`config.mk`:
```
export PLATFORM = sky130hd
export DESIGN_NAME = spi_bus_arbiter
export DESIGN_NICKNAME = d
export VERILOG_FILES = /design/src/rtl/spi_bus_arbiter.sv
export SDC_FILE = /design/constraint.sdc
export NUM_CORES = 1
export LEC_CHECK = 0
export BUFFER_PORTS_ARGS = -buffer_cell sky130_fd_sc_hd__buf_2
export CORE_UTILIZATION = 50
export CTS_BUF_LIST = sky130_fd_sc_hd__clkbuf_8
export CTS_CLUSTER_SIZE = 28
export DETAILED_ROUTE_END_ITERATION = 7
export GPL_ROUTABILITY_DRIVEN = 0
export PLACE_DENSITY = 0.82
export SLEW_MARGIN = 20
export SYNTH_ARGS = -nofsm -noshare
export SYNTH_HDL_FRONTEND = slang
export SYNTH_SLANG_ARGS = --single-unit
```
`constraint.sdc`:
```
create_clock -name clk -period 4.5 [get_ports clk]
set_input_delay 0.225 -clock clk [delete_from_list [all_inputs] [get_ports clk]]
set_output_delay 0.225 -clock clk [all_outputs]
set_load 0.02 [all_outputs]
```
`src/rtl/spi_bus_arbiter.sv`:
```
// Round-robin owner of the shared board SPI bus: grants one requester at a time,
// drives its active-low select and runs a byte-wide mode-0 shift engine for it.
module spi_bus_arbiter #(
    parameter int NUM_REQ  = 3,
    parameter int CLK_DIV  = 4,
    parameter int CS_SETUP = 2,
    parameter int CS_GAP   = 2
) (
    input  logic                 clk,
    input  logic                 rst,
    input  logic [NUM_REQ-1:0]   req,
    output logic [NUM_REQ-1:0]   gnt,
    input  logic [8*NUM_REQ-1:0] tx_data,
    input  logic [NUM_REQ-1:0]   tx_valid,
    output logic [NUM_REQ-1:0]   tx_ready,
    output logic [7:0]           rx_data,
    output logic [NUM_REQ-1:0]   rx_valid,
    output logic [NUM_REQ-1:0]   ss_n,
    output logic                 sck,
    output logic                 mosi,
    input  logic                 miso,
    output logic                 busy
);
    localparam int IW = $clog2(NUM_REQ);
    localparam int CW = 16;

    typedef enum logic [2:0] {IDLE, SETUP, HOLD, SHIFT, GAP} state_t;

    state_t             state_q, state_d;
    logic [CW-1:0]      cnt_q, cnt_d;
    logic [2:0]         bit_q, bit_d;
    logic [6:0]         tx_sh_q, tx_sh_d;
    logic [7:0]         rx_sh_q, rx_sh_d;
    logic [7:0]         rx_data_q, rx_data_d;
    logic [IW-1:0]      owner_q, owner_d;
    logic [IW-1:0]      rr_q, rr_d;
    logic [NUM_REQ-1:0] gnt_q, gnt_d;
    logic [NUM_REQ-1:0] ss_n_q, ss_n_d;
    logic [NUM_REQ-1:0] rx_valid_q, rx_valid_d;
    logic               sck_q, sck_d;
    logic               mosi_q, mosi_d;

    logic [IW-1:0]      scan, pick;
    logic               found;
    logic               accept;
    logic [7:0]         tx_byte;

    // Search starts one past the previous owner so every waiter is served within one turn.
    always_comb begin
        found = 1'b0;
        pick  = rr_q;
        scan  = rr_q;
        for (int k = 0; k < NUM_REQ; k++) begin
            scan = (scan == IW'(NUM_REQ - 1)) ? '0 : scan + 1'b1;
            if (!found && req[scan]) begin
                found = 1'b1;
                pick  = scan;
            end
        end
    end

    assign tx_byte = tx_data[{owner_q, 3'b000} +: 8];
    assign accept  = (state_q == HOLD) && tx_valid[owner_q];

    always_comb begin
        state_d    = state_q;
        cnt_d      = cnt_q;
        bit_d      = bit_q;
        tx_sh_d    = tx_sh_q;
        rx_sh_d    = rx_sh_q;
        rx_data_d  = rx_data_q;
        owner_d    = owner_q;
        rr_d       = rr_q;
        gnt_d      = gnt_q;
        ss_n_d     = ss_n_q;
        rx_valid_d = '0;
        sck_d      = sck_q;
        mosi_d     = mosi_q;
        case (state_q)
            IDLE: begin
                if (found) begin
                    state_d      = SETUP;
                    owner_d      = pick;
                    rr_d         = pick;
                    gnt_d        = '0;
                    gnt_d[pick]  = 1'b1;
                    ss_n_d       = '1;
                    ss_n_d[pick] = 1'b0;
                    cnt_d        = '0;
                end
            end
            SETUP: begin
                if (cnt_q == CW'(CS_SETUP - 1)) begin
                    state_d = HOLD;
                    cnt_d   = '0;
                end else begin
                    cnt_d = cnt_q + 1'b1;
                end
            end
            HOLD: begin
                // A byte offered in the same cycle the request drops is still sent.
                if (accept) begin
                    state_d = SHIFT;
                    tx_sh_d = tx_byte[6:0];
                    mosi_d  = tx_byte[7];
                    sck_d   = 1'b0;
                    cnt_d   = '0;
                    bit_d   = '0;
                end else if (!req[owner_q]) begin
                    state_d = GAP;
                    gnt_d   = '0;
                    ss_n_d  = '1;
                    cnt_d   = '0;
                end
            end
            SHIFT: begin
                if (cnt_q == CW'(CLK_DIV - 1)) begin
                    cnt_d = '0;
                    if (!sck_q) begin
                        sck_d   = 1'b1;
                        rx_sh_d = {rx_sh_q[6:0], miso};
                    end else begin
                        sck_d = 1'b0;
                        if (bit_q == 3'd7) begin
                            state_d             = HOLD;
                            rx_data_d           = rx_sh_q;
                            rx_valid_d[owner_q] = 1'b1;
                            mosi_d              = 1'b0;
                        end else begin
                            bit_d   = bit_q + 1'b1;
                            mosi_d  = tx_sh_q[6];
                            tx_sh_d = {tx_sh_q[5:0], 1'b0};
                        end
                    end
                end else begin
                    cnt_d = cnt_q + 1'b1;
                end
            end
            GAP: begin
                if (cnt_q == CW'(CS_GAP - 1)) begin
                    state_d = IDLE;
                    cnt_d   = '0;
                end else begin
                    cnt_d = cnt_q + 1'b1;
                end
            end
            default: state_d = IDLE;
        endcase
    end

    always_ff @(posedge clk or posedge rst) begin
        if (rst) begin
            state_q    <= IDLE;
            cnt_q      <= '0;
            bit_q      <= '0;
            tx_sh_q    <= '0;
            rx_sh_q    <= '0;
            rx_data_q  <= '0;
            owner_q    <= '0;
            rr_q       <= IW'(NUM_REQ - 1);
            gnt_q      <= '0;
            ss_n_q     <= '1;
            rx_valid_q <= '0;
            sck_q      <= 1'b0;
            mosi_q     <= 1'b0;
        end else begin
            state_q    <= state_d;
            cnt_q      <= cnt_d;
            bit_q      <= bit_d;
            tx_sh_q    <= tx_sh_d;
            rx_sh_q    <= rx_sh_d;
            rx_data_q  <= rx_data_d;
            owner_q    <= owner_d;
            rr_q       <= rr_d;
            gnt_q      <= gnt_d;
            ss_n_q     <= ss_n_d;
            rx_valid_q <= rx_valid_d;
            sck_q      <= sck_d;
            mosi_q     <= mosi_d;
        end
    end

    assign gnt      = gnt_q;
    assign ss_n     = ss_n_q;
    assign sck      = sck_q;
    assign mosi     = mosi_q;
    assign rx_data  = rx_data_q;
    assign rx_valid = rx_valid_q;
    assign busy     = (state_q != IDLE);
    assign tx_ready = (state_q == HOLD) ? gnt_q : '0;

endmodule

```
# ---- Word-level counts from Yosys, hierarchy flattened
# Index checks and enable logic that the tools add are counted.
# Widths: inputs -> output; s select.
dict set report word_totals {
  regBits 60
  latch_bits 0
  ram_bits 0
  romBits 0
  input_bits 33
  memories 0
}
dict set report op_classes {
  n_addsub 5
  multipliers 0
  n_div 0
  order_cmp 7
  eq_ne 21
  n_shift 1
  n_mux 70
  bitwise_logic 2
  reduce_logical 22
}
# op n
set op_table {}
lappend op_table {{$mux 16} 5}
lappend op_table {{$mux 3} 23}
lappend op_table {{$pmux 16 s4} 1}
lappend op_table {{$mux 7} 4}
lappend op_table {{$shiftx 24x6->8} 1}
lappend op_table {{$ne 2x2->1 const B} 10}
lappend op_table {{$pmux 3 s2} 3}
lappend op_table {{$mux 1} 17}
lappend op_table {{$add 16x1->16 const B} 1}
lappend op_table {{$eq 16x1->1 const B} 1}
lappend op_table {{$eq 16x2->1 const B} 1}
lappend op_table {{$lt 2x3->1 const B} 5}
lappend op_table {{$pmux 3 s5} 1}
lappend op_table {{$pmux 7 s2} 1}
lappend op_table {{$mux 2} 6}
lappend op_table {{$reduce_and 4->1} 3}
lappend op_table {{$bmux 1 s2} 5}
lappend op_table {{$reduce_and 3->1} 3}
lappend op_table {{$reduce_and 7->1} 1}
lappend op_table {{$add 2x1->2 const B} 3}
lappend op_table {{$eq 2x2->1 const B} 3}
lappend op_table {{$eq 3x2->1 const B} 2}
lappend op_table {{$eq 3x3->1 const B} 2}
lappend op_table {{$logic_and 1x1->1} 5}
lappend op_table {{16 further kinds} 21}

# ---- Longest topological paths before layout
# Gate-level depths: netlist (run 1).
dict set report logic_depth {
  depth_word 18
  mapped_depth 8
  depth_no_buf 7
}

# ---- Least setup slack after synthesis (run 1)
# OpenSTA, ideal clock, no wires.
dict set report synth_timing {
  path_type {register to register}
  startpoint {reg owner_q[1]}
  endpoint {reg cnt_q[2]}
  setup_time_ns 0.126
  arrival_time_ns 1.862
  slack_ns 2.512
  stages_incl_launch_ff 9
  path_buffers 3
  synth_period_minus_slack_ns 1.988
  path_cell_list {dfrtp_1 > buf_6 > nor2b_1 > buf_4 > a2bb2oi_4 > nor4b_1 > or3_4 > buf_6 > a221o_1}
}
dict set report synth_between {
  elab_chain_cells 5
  word_cells_on_any_way 9
}
# element line_no
set synth_lines {}
lappend synth_lines {{start: declaration} 35} ;# logic [IW-1:0] owner_q, owner_d;
lappend synth_lines {{start signal: assignment} 173} ;# owner_q <= owner_d;
lappend synth_lines {{$bmux 1 s2} 63} ;# assign accept = (state_q == HOLD) && tx_valid[owner_q];
lappend synth_lines {{$mux 1 (implied by the code)} 63}
lappend synth_lines {{$logic_and 1x1->1} 63}
lappend synth_lines {{$mux 16 / $ne 3x3->1 (equally long branches)} -}
lappend synth_lines {{$pmux 16 s4 / $reduce_and 3->1 (equally long branches)} -}
lappend synth_lines {{end signal: assignment} 168} ;# cnt_q <= cnt_d;
lappend synth_lines {{end: declaration} 30} ;# logic [CW-1:0] cnt_q, cnt_d;
# Parallel ways exist; a longest one is shown, timed or not. The select of a mux whose other input is x is not followed.
# A chain may end at the register's enable or synchronous reset.

# ---- Worst setup path in the final report (run 1)
dict set report layout_timing {
  startpoint {reg owner_q[0]}
  endpoint {reg cnt_q[2]}
}
# The elaborated chain is that of the path after synthesis.

==> results of run 1 <==
[area by class of cell]
type                    instances  area [um^2]  area share
clock buffers                   9          124      0.0334
clock inverters                 7          100      0.0270
inverters                      10         37.5      0.0101
multi-input cells             232         1590       0.429
flip-flops and latches         59         1480       0.399
well taps                      75         93.8      0.0253
repair buffers                 56          283      0.0762
[worst min-delay path by stage]
stage | endpoint | cells past startpoint | startpoint | slack [ns]
3_3_place_gp | rx_sh_q[0] | 2 | miso | 0.46
4_1_cts | cnt_q[7] | 3 | rst | 0.09
3_5_place_dp | rx_sh_q[0] | 2 | miso | 0.46
2_1_floorplan | rr_q[1] | 2 | req[2] | 0.33
6_report | cnt_q[10] | 3 | rst | 0.07
5_1_grt | rx_sh_q[0] | 2 | miso | 0.12
[state kept, by name (all words and copies together) (netlist names)]
name and flops:
ss_n 3, bit_q 3, tx_sh_q 7, rr_q 1
gnt 3, state_q 3, rx_data 8, sck 1
cnt_q 16, mosi 1, rx_valid 3, owner_q 2
rx_sh_q 8
[worst min-delay path, delay by kind of cell]
family,cells,cell delay [ns]
buf+inv,3,0.70
[power groups by stage]
stage	registers (mW)	clock network, mW	logic, mW
finish	0.534	0.545	0.0474
global route	0.534	0.576	0.0536
CTS	0.534	0.555	0.0481
detailed placement	0.544	0	0.0480
global placement	0.544	0	0.0473
floorplan	0.547	0	0.0215
[cell usage after synthesis, drive strengths merged (3+ instances only)]
library cell	instances
nor3	14
mux2i	12
a21oi	22
and3	4
xor2	5
a211o	4
mux2	25
nor2	29
and4	3
or3	4
nor4	5
dfstp	4
buf	7
a22o	4
nand2b	4
a221o	3
o21ai	14
nand2	20
o22ai	4
ha	4
o211ai	4
o21a	6
nand3	9
inv	10
nand4	4
nor2b	6
dfrtp	55
clkbuf	7
[metal layers]
| metal | vias up | GRT usage | routed length, um |
|---|---|---|---|
| met2 | 56 | 0.365 | 3390 |
| li1 | 1265 | - | - |
| met5 | - | 0 | 0 |
| met4 | 0 | 0.109 | 109 |
| met3 | 11 | 0.0444 | 296 |
| met1 | 1255 | 0.284 | 3120 |
[logic make-up (layout without fill, tap and decap cells)]
group	count (synthesis)	after routing
DFF	59	59
xor gates and xnor gates	5	5
muxes	37	37
buffers and inverters	24	82
and+or+nand+nor	114	114
AOI/OAI and AO/OA	72	72
adders and majority gates	4	4
==> results by group, run 1 <==
Synth
  • Simple-gate portion of the synthesized area: 0.188
  • Synth top area cells: dfrtp_1 (43%), mux2_2 (8.8%), a21oi_1 (3.4%), mux2i_1 (3.4%), dfstp_2 (3.3%)
  • Avg Cell Area, Syn: 10.1 um^2
  • Share of the synthesized area in the top cell type: 0.431
  • Post-synth ARST share: 1.00
  • Cells after Synth: 315
  • Xor/xnor cell area share of the yosys netlist: 0.0137
  • Synth area leader: dfrtp_1
  • Count of cell types in the netlist: 51
  • Main combinational cell family by area after synthesis: simple AND/OR/NAND/NOR gates
  • Ys Warns: 0
  • Post-synth EDFFs: 0
  • Post-synthesis register bit count: 59
  • Synth Area in Adders: 0.0157
  • Synthesized area: 3190 um^2
  • Post-Syn Nets: 352
  • Synth Area in Compound Gates: 0.154
  • Seq/Total Area, Yosys: 0.464
  • Synth Flop Type: dfrtp_1
  • Mux cell area share after synthesis: 0.127

Status
  • Status: finished, final reports clean

Power
  • P_sw: 261 uW
  • Net Sw Frac: 0.232
  • Gate power share: 0.042
  • P_leak: 1.68 nW
  • Sequential share of power: 0.474
  • Maximum VDD drop: 0.000226 V
  • Clock network power share: 0.484
  • Power density over the cells: 304 nW/um^2
  • Overall power consumption: 1.13 mW
  • Cell Int Power: 866 uW

Global routing
  • Gr usage total: 0.225
  • First-pass GRT wire length: 11.3 mm
  • Largest net degree at the start of global routing: 60
  • Initial antenna violation count: 0
  • GR Overflow Total: 0
  • Number of global-route vias before repair: 2431

Critical path
  • CP Launch Type: flop
  • Arr. time, crit path: 2.83 ns
  • Bufs and invs on worst path: 0
  • CP max-delay cell: dfrtp_1
  • R2R Path End: cnt_q[2]
  • Largest fanout on the critical path: 19
  • Critical Setup Path Class: flop to flop
  • Worst Reg-to-Reg Cells: 5
  • CP endpoint kind: flop
  • Worst Path Required: 4.73 ns
  • Slowest cell delay on critical path: 0.85 ns
  • Worst r2r src: owner_q[0]
  • Critical path's top delay family: simple AND/OR/NAND/NOR gates
  • CP endpoint: cnt_q[2]
  • FF-to-FF setup slack: 1.91 ns
  • Crit path from: owner_q[0]
  • Critical Path, Cell by Cell: nor2b_1 -> a2bb2oi_4 -> nor4b_1 -> or3_4 -> a221o_1
  • Crit path depth: 5

STA
  • Clock Skews: 0.0147 ns
  • Slew @ Worst Pin: 1.06 ns
  • Final-report max-slew violation count: 0
  • Max Fclk: 0.386 GHz
  • Tmin final: 2.59 ns
  • # setup viols final: 0
  • Sum Neg Setup Slack: 0 ns
  • Final Cycle Share: 0.576
  • Fin worst setup slack: 1.91 ns
  • Final hold slack: 0.0686 ns
  • RSZ-0062 raised after global routing: false
  • Hold Violations, Final: 0
  • Headroom to the max-slew limit: 0.287

Route
  • Final ANT Viol Nets: 0
  • TritonRoute pass-1 iters: 4
  • Vias: 2587
  • DRT iter0 DRCs: 176
  • DRC Markers: 0
  • DR vias/cell: 5.77
  • Wire per inst: 15.4 um
  • Final WL: 6.91 mm

Clocking
  • CTS tree: built
  • CTS clock-pin slew for the worst setup and hold paths: 0.08 ns
  • H-tree depth: 3
  • Hold-fix buffers, CTS: 0
  • Root Buffer: clkbuf_8
  • Clk sink count: 59
  • Postcts setup bufs: 0
  • Clk Latency, worst-skew pair: 0.36 ns
  • Total CTS buffers: 9
  • Max Buffers Root-to-Sink: 2
  • Post-CTS resize count: 0

Cells and area
  • Design Area, Final: 3710 um^2
  • Cell Count, Final, Fillers Out: 448
  • Share of cells above drive strength 1: 0.300
  • Most frequent cells in the layout: dfrtp_1 (55), buf_2 (55), nor2_1 (27)
  • Synth-to-layout area growth: 16.2%
  • Final Util: 0.616
  • Final #Nets: 405
  • # fillers: 504
  • Diode count: 0

Die
  • Total die area: 6710 um^2
  • Num rows: 28
  • Core ar.: 6030 um^2
  • Chip height: 81.9 um
  • Die X: 81.9 um
  • Initial Utilization: 0.530
  • # IOs: 56

Placement
  • I/O Buffers: 55
  • Setup WS pre-CTS: 1.94 ns
  • Post-DP HPWL: 4.80 mm
  • DP Cell Count: 432
  • Area post-placement: 3490 um^2

Min path
  • HP Class: input port to async pin

Job
  • Max-cap violations: 0
(Power assumes the default switching activity.)
==> inputs of run 2 (changes only) <==
Settings changed: PLACE_DENSITY 0.82 to 0.84.
Clock period 4.5 ns to 2.3 ns, I/O delays scaled along.
==> run 2 against run 1 <==
Effect of this change: hold slack worse by 0.027 ns; global-route usage barely moved; power grew 76%; clock-buffer cell count is the same; flip-flop and latch count did not move; die area unchanged; critical endpoint is now rx_data[1].
==> results by group, run 2 (synthesis gave the netlist of run 1 again) <==
Clocking
  • H-tree depth: 3 (unchanged)
  • Max Buffers Root-to-Sink: 2 (unchanged)
  • Root Buffer: clkbuf_8
  • CTS tree: built
  • Clk sink count: 59 (unchanged)
  • Clk Latency, worst-skew pair: 0.35 ns (about the same)
  • CTS clock-pin slew for the worst setup and hold paths: 0.07 ns (about the same)
  • Postcts setup bufs: 0 (unchanged)
  • Total CTS buffers: 9 (unchanged)

Critical path
  • CP Launch Type: flop
  • Worst r2r src: cnt_q[5]
  • Worst Reg-to-Reg Cells: 6 (+1)
  • Crit path from: cnt_q[5]
  • FF-to-FF setup slack: 0.15 ns (-1.76 ns)
  • Critical Setup Path Class: flop to flop
  • CP endpoint kind: flop
  • Critical Path, Cell by Cell: nor4_1 -> and4_1 -> nand3_1 -> nor2_2 -> buf_4 -> mux2_2
  • R2R Path End: rx_data[1]
  • Slowest cell delay on critical path: 0.44 ns (-0.41 ns)
  • Worst Path Required: 2.54 ns (-2.19 ns)
  • Largest fanout on the critical path: 9 (-10)
  • Arr. time, crit path: 2.39 ns (-0.44 ns)
  • CP max-delay cell: dfrtp_1
  • CP endpoint: rx_data[1]

STA
  • Tmin final: 2.15 ns (-0.442 ns)
  • Final hold slack: 0.0414 ns (-0.0272 ns)
  • Fin worst setup slack: 0.151 ns (-1.76 ns)
  • Max Fclk: 0.465 GHz (+21%)
  • RSZ-0062 raised after global routing: false
  • Hold Violations, Final: 0 (unchanged)
  • Final-report max-slew violation count: 0 (unchanged)
  • Headroom to the max-slew limit: 0.594 (+0.308)
  • Sum Neg Setup Slack: 0 ns (unchanged)
  • # setup viols final: 0 (unchanged)
  • Final Cycle Share: 0.934 (+0.359)
  • Clock Skews: 0.00760 ns (-0.00713 ns)
  • Slew @ Worst Pin: 0.607 ns (-0.455 ns)

Cells and area
  • Synth-to-layout area growth: 18.5%
  • Cell Count, Final, Fillers Out: 461 (+2.9%)
  • Design Area, Final: 3780 um^2 (+2.0%)
  • Diode count: 0 (unchanged)
  • Share of cells above drive strength 1: 0.319 (+0.0184)
  • Final #Nets: 418 (+3.2%)
  • Most flops, register: cnt_q
  • Final Util: 0.628 (+0.0120)
  • Max reg flops: 16 (unchanged)
  • Most frequent cells in the layout: dfrtp_1 (55), buf_2 (55), nor2_1 (27)

Die
  • Chip height: 81.9 um (unchanged)
  • Initial Utilization: 0.530 (unchanged)
  • Num rows: 28 (unchanged)
  • Core ar.: 6030 um^2 (unchanged)
  • Total die area: 6710 um^2 (unchanged)
  • Die X: 81.9 um (unchanged)
  • # IOs: 56 (unchanged)

Power
  • Gate power share: 0.049 (+0.007)
  • P_sw: 508 uW (+95%)
  • Power density over the cells: 525 nW/um^2 (+73%)
  • Overall power consumption: 1.99 mW (+76%)
  • Net Sw Frac: 0.256 (+0.0240)
  • Clock network power share: 0.425 (-0.059)
  • P_leak: 1.73 nW (+2.7%)
  • Maximum VDD drop: 0.000341 V (+51%)
  • Sequential share of power: 0.526 (+0.052)
  • Cell Int Power: 1.48 mW (+71%)

Route
  • Final ANT Viol Nets: 0 (unchanged)
  • DR vias/cell: 5.74 (-0.64%)
  • DRC Markers: 0 (unchanged)
  • Final WL: 6.94 mm (+0.52%)
  • DRT iter0 DRCs: 111 (-37%)
  • Vias: 2645 (+2.2%)
  • Wire per inst: 15.1 um (-2.3%)
  • TritonRoute pass-1 iters: 4 (unchanged)

Global routing
  • First-pass GRT wire length: 11.3 mm (-0.48%)
  • GR Overflow Total: 0 (unchanged)
  • Initial antenna violation count: 0 (unchanged)
  • Number of global-route vias before repair: 2455 (+0.99%)
  • Busiest grt layer: met2
  • GR Util met1: 0.288 (+0.00431)
  • Largest net degree at the start of global routing: 33 (-45%)
  • Gr usage total: 0.225 (about the same)
  • Met3 usage: 0.0633 (+0.0189)
  • GR Util met2: 0.364 (-0.00165)

Min path
  • HP Class: input port to flop

Placement
  • Post-DP HPWL: 5.15 mm (+7.3%)
  • Area post-placement: 3580 um^2 (+2.7%)
  • Setup WS pre-CTS: 0.0859 ns (-1.86 ns)
  • I/O Buffers: 55 (unchanged)
  • DP Cell Count: 443 (+2.5%)

Status
  • Status: finished, final reports clean

Job
  • Max-cap violations: 0 (unchanged)
[run 2: cell types whose count changed in the layout (fill, tap and decap cells not counted)]
cell	previous run	this run
inv_6	1	2
dlygate4sd3_1	0	2
clkinv_2	0	1
clkinvlp_4	3	4
buf_4	1	11
nor2_2	2	1
buf_12	0	1
bufinv_16	2	0
nor2_4	0	1
clkinv_4	1	0
[run 2: repair_timing]
action	in CTS	in global routing
endpoints found under the setup margin	0	8
endpoints found under the hold margin	28	0
hold buffers	2	0
resized for setup	0	1
[run 2: critical path: cells and delay by family, from the launching register on]
family / cells / cell delay, ns
DFF: 1 / 0.44
buffers and inverters: 1 / 0.19
muxes: 1 / 0.35
and+or+nand+nor: 4 / 1.05
[run 2: cell type report]
| type | count | area (um^2) |
|---|---|---|
| repair buffers | 69 | 398 |
| flip-flops and latches | 59 | 1480 |
| clock buffers | 9 | 124 |
| clock inverters | 7 | 52.6 |
| fillers | 495 | 2240 |
| inverters | 10 | 37.5 |
| well taps | 75 | 93.8 |
| multi-input cells | 232 | 1600 |
[run 2: how the worst min path moves through the flow]
stage	depth (start not counted)	slack (ns)	endpoint	start
floorplan	2	0.22	rr_q[1]	req[2]
global placement	2	0.22	cnt_q[11]	rst
detailed placement	2	0.23	cnt_q[11]	rst
CTS	3	0.03	rr_q[1]	req[2]
global route	3	0.05	rr_q[1]	req[2]
finish	3	0.04	rr_q[1]	req[2]
[run 2: routing by layer]
metal	part of all wire	wire [um]
met1	0.46	3160
met2	0.49	3430
met3	0.039	272
met4	0.012	80
met5	0	0
[run 2: power groups by stage]
stage | clock [mW] | sequential [mW] | combinational, mW
final | 0.846 | 1.04 | 0.0972
after global routing | 0.918 | 1.04 | 0.110
after CTS | 0.860 | 1.04 | 0.0996
after detailed placement | 0 | 1.06 | 0.0967
after global placement | 0 | 1.06 | 0.0949
after floorplan | 0 | 1.07 | 0.0420
==> inputs of run 3 (changes only) <==
Settings changed: CORE_UTILIZATION 50 to 49, PLACE_DENSITY 0.84 to 0.8.
Clock period 2.3 ns to 2.1 ns, I/O delays scaled along.
==> run 3 against run 2 <==
Effect of this change: sequential share of layout area fell by 2.9 points; utilization rose by 2.0 points; final cell count rose by 5.0%; clock skew rose by 0.0030 ns; clock power rose by 54%; hold slack got worse by 0.0015 ns; combinational power rose by 12%; flip-flop and latch count did not move; die area rose by 2.0%; critical path type unchanged; critical endpoint is now cnt_q[1]; largest power group is now clock; highest routed layer unchanged.
==> results by group, run 3 (synthesis gave the netlist of run 1 again) <==
Placement
  • DP Cell Count: 467 (+5.4%)
  • Post-DP HPWL: 5.13 mm (-0.25%)
  • I/O Buffers: 55 (unchanged)

Clocking
  • CTS tree: built
  • Root Buffer: clkbuf_8
  • H-tree depth: 3 (unchanged)
  • Max Buffers Root-to-Sink: 2 (unchanged)
  • Total CTS buffers: 9 (unchanged)
  • Clk sink count: 59 (unchanged)
  • Clk Latency, worst-skew pair: 0.34 ns (about the same)
  • Postcts setup bufs: 0 (unchanged)
  • CTS clock-pin slew for the worst setup and hold paths: 0.07 ns (about the same)

Global routing
  • GR Util met2: 0.365 (+0.00112)
  • GR Overflow Total: 0 (unchanged)
  • Gr usage total: 0.231 (+0.00598)
  • Largest net degree at the start of global routing: 60 (+82%)
  • Met3 usage: 0.0484 (-0.0150)
  • Number of global-route vias before repair: 2574 (+4.8%)
  • GR Util met1: 0.304 (+0.0158)
  • First-pass GRT wire length: 11.8 mm (+4.2%)
  • Initial antenna violation count: 0 (unchanged)
  • Busiest grt layer: met2

Power
  • P_leak: 1.90 nW (+9.5%)
  • Power density over the cells: 625 nW/um^2 (+19%)
  • Overall power consumption: 2.56 mW (+29%)
  • Clock network power share: 0.509 (+0.084)
  • Net Sw Frac: 0.203 (-0.0526)
  • P_sw: 519 uW (+2.1%)
  • Gate power share: 0.043 (-0.006)
  • Cell Int Power: 2.04 mW (+38%)
  • Maximum VDD drop: 0.000537 V (+58%)
  • Sequential share of power: 0.448 (-0.078)

Cells and area
  • Most frequent cells in the layout: buf_2 (55), dfrtp_1 (54), buf_4 (32)
  • Final Util: 0.648 (+0.0199)
  • Cell Count, Final, Fillers Out: 484 (+5.0%)
  • Diode count: 0 (unchanged)
  • Most flops, register: cnt_q
  • Most common cell after layout, fill and taps aside: buf_2
  • Synth-to-layout area growth: 28.1%
  • Max reg flops: 16 (unchanged)
  • Final #Nets: 440 (+5.3%)
  • Share of cells above drive strength 1: 0.373 (+0.0548)

Die
  • Num rows: 29 (+3.6%)
  • # IOs: 56 (unchanged)
  • Die X: 82.7 um (+0.99%)
  • Total die area: 6840 um^2 (+2.0%)
  • Core ar.: 6310 um^2 (+4.8%)
  • Chip height: 82.7 um (+0.99%)
  • Initial Utilization: 0.506 (-0.0242)

Status
  • Status: finished, final reports clean

STA
  • Clock Skews: 0.0106 ns (+0.00300 ns)
  • Hold Violations, Final: 0 (unchanged)
  • Max Fclk: 0.485 GHz (+4.2%)
  • Final-report max-slew violation count: 0 (unchanged)
  • Headroom to the max-slew limit: 0.612 (+0.0177)
  • Slew @ Worst Pin: 0.574 ns (-0.0338 ns)
  • Final Cycle Share: 0.982 (+0.0479)
  • Tmin final: 2.06 ns (-0.0862 ns)
  • # setup viols final: 0 (unchanged)

Route
  • DR vias/cell: 5.72 (-0.32%)
  • TritonRoute pass-1 iters: 4 (unchanged)
  • Final ANT Viol Nets: 0 (unchanged)
  • Final WL: 7.35 mm (+5.9%)
  • DRT iter0 DRCs: 183 (+65%)
  • DRC Markers: 0 (unchanged)
  • Vias: 2768 (+4.7%)
  • Wire per inst: 15.2 um (+0.90%)

Critical path
  • CP Launch Type: flop
  • Worst Path Required: 2.35 ns (-0.19 ns)
  • Critical path's top delay family: simple AND/OR/NAND/NOR gates
  • CP endpoint kind: flop
  • Critical Setup Path Class: flop to flop
  • Bufs and invs on worst path: 1 (unchanged)
  • Arr. time, crit path: 2.31 ns (-0.08 ns)
  • CP max-delay cell: nor4b_1
  • Slowest cell delay on critical path: 0.56 ns (+0.12 ns)
  • Largest fanout on the critical path: 7 (-2)
  • Critical Path, Cell by Cell: mux2i_1 -> o21ai_1 -> nor4b_1 -> nor3_1 -> buf_4 -> o22ai_1

Job
  • Max-cap violations: 0 (unchanged)

Min path
  • HP Class: input port to flop
run 3: layer usage:
metal | wire length [um] | vias up | part of all wire
met4 | 129 | 0 | 0.018
met3 | 304 | 14 | 0.041
met1 | 3260 | 1364 | 0.44
li1 | - | 1331 | -
met5 | 0 | - | 0
met2 | 3660 | 59 | 0.50
run 3: final cells by class:
| cell class | count | area, um^2 |
|---|---|---|
| Tap cell | 77 | 96.3 |
| Fill cell | 518 | 2220 |
| Clock inverter | 4 | 97.6 |
| Inverter | 10 | 37.5 |
| Multi-Input combinational cell | 232 | 1650 |
| Clock buffer | 11 | 151 |
| Sequential cell | 59 | 1480 |
| Timing Repair Buffer | 91 | 576 |
run 3: through the flow:
step	worst slack (ns)	hold WS [ns]	setup TNS (ns)	cell area [um^2]
floorplan	0.112	0.205	0	3190
global placement	0.0815	0.188	0	3760
detailed placement	0.0224	0.191	0	3760
CTS	0.0515	0.0316	0	4040
global route	-0.0736	0.0656	-0.500	4090
finish	0.0373	0.0399	0	4090
run 3: final timing paths:
path | start | end | slack (ns) | cells after the start
max | owner_q[0] | cnt_q[1] | 0.04 | 6
max in group asynchronous | rst | ss_n[1] | 1.44 | 4
min | req[2] | rr_q[1] | 0.04 | 3
min reg2reg | rx_data[4] | rx_data[4] | 0.50 | 1
min in group asynchronous | rst | gnt[0] | 0.37 | 4
max reg2reg | owner_q[0] | cnt_q[1] | 0.04 | 6
run 3: worst reg2reg max path: cells and delay by family, from the launching register on:
kind / cells / cell delay (ns)
DFF: 1 / 0.44
buffers and inverters: 1 / 0.19
AOI/OAI and AO/OA: 2 / 0.32
muxes: 1 / 0.31
and+or+nand+nor: 2 / 0.70
run 3: power by group through the flow:
stage,logic (mW),registers (mW),clock network (mW)
5_1_grt,0.125,1.14,1.36
6_report,0.109,1.14,1.30
3_5_place_dp,0.108,1.17,0
4_1_cts,0.111,1.14,1.31
2_1_floorplan,0.0460,1.17,0
3_3_place_gp,0.105,1.17,0
run 3: repair_timing:
item                                   4_1_cts  5_1_grt
cloned                                       0        0
resized for setup                            1       10
hold buffers                                 2        0
endpoints found under the hold margin       56        0
setup endpoints to repair                    1       35
pin swaps                                    0        1
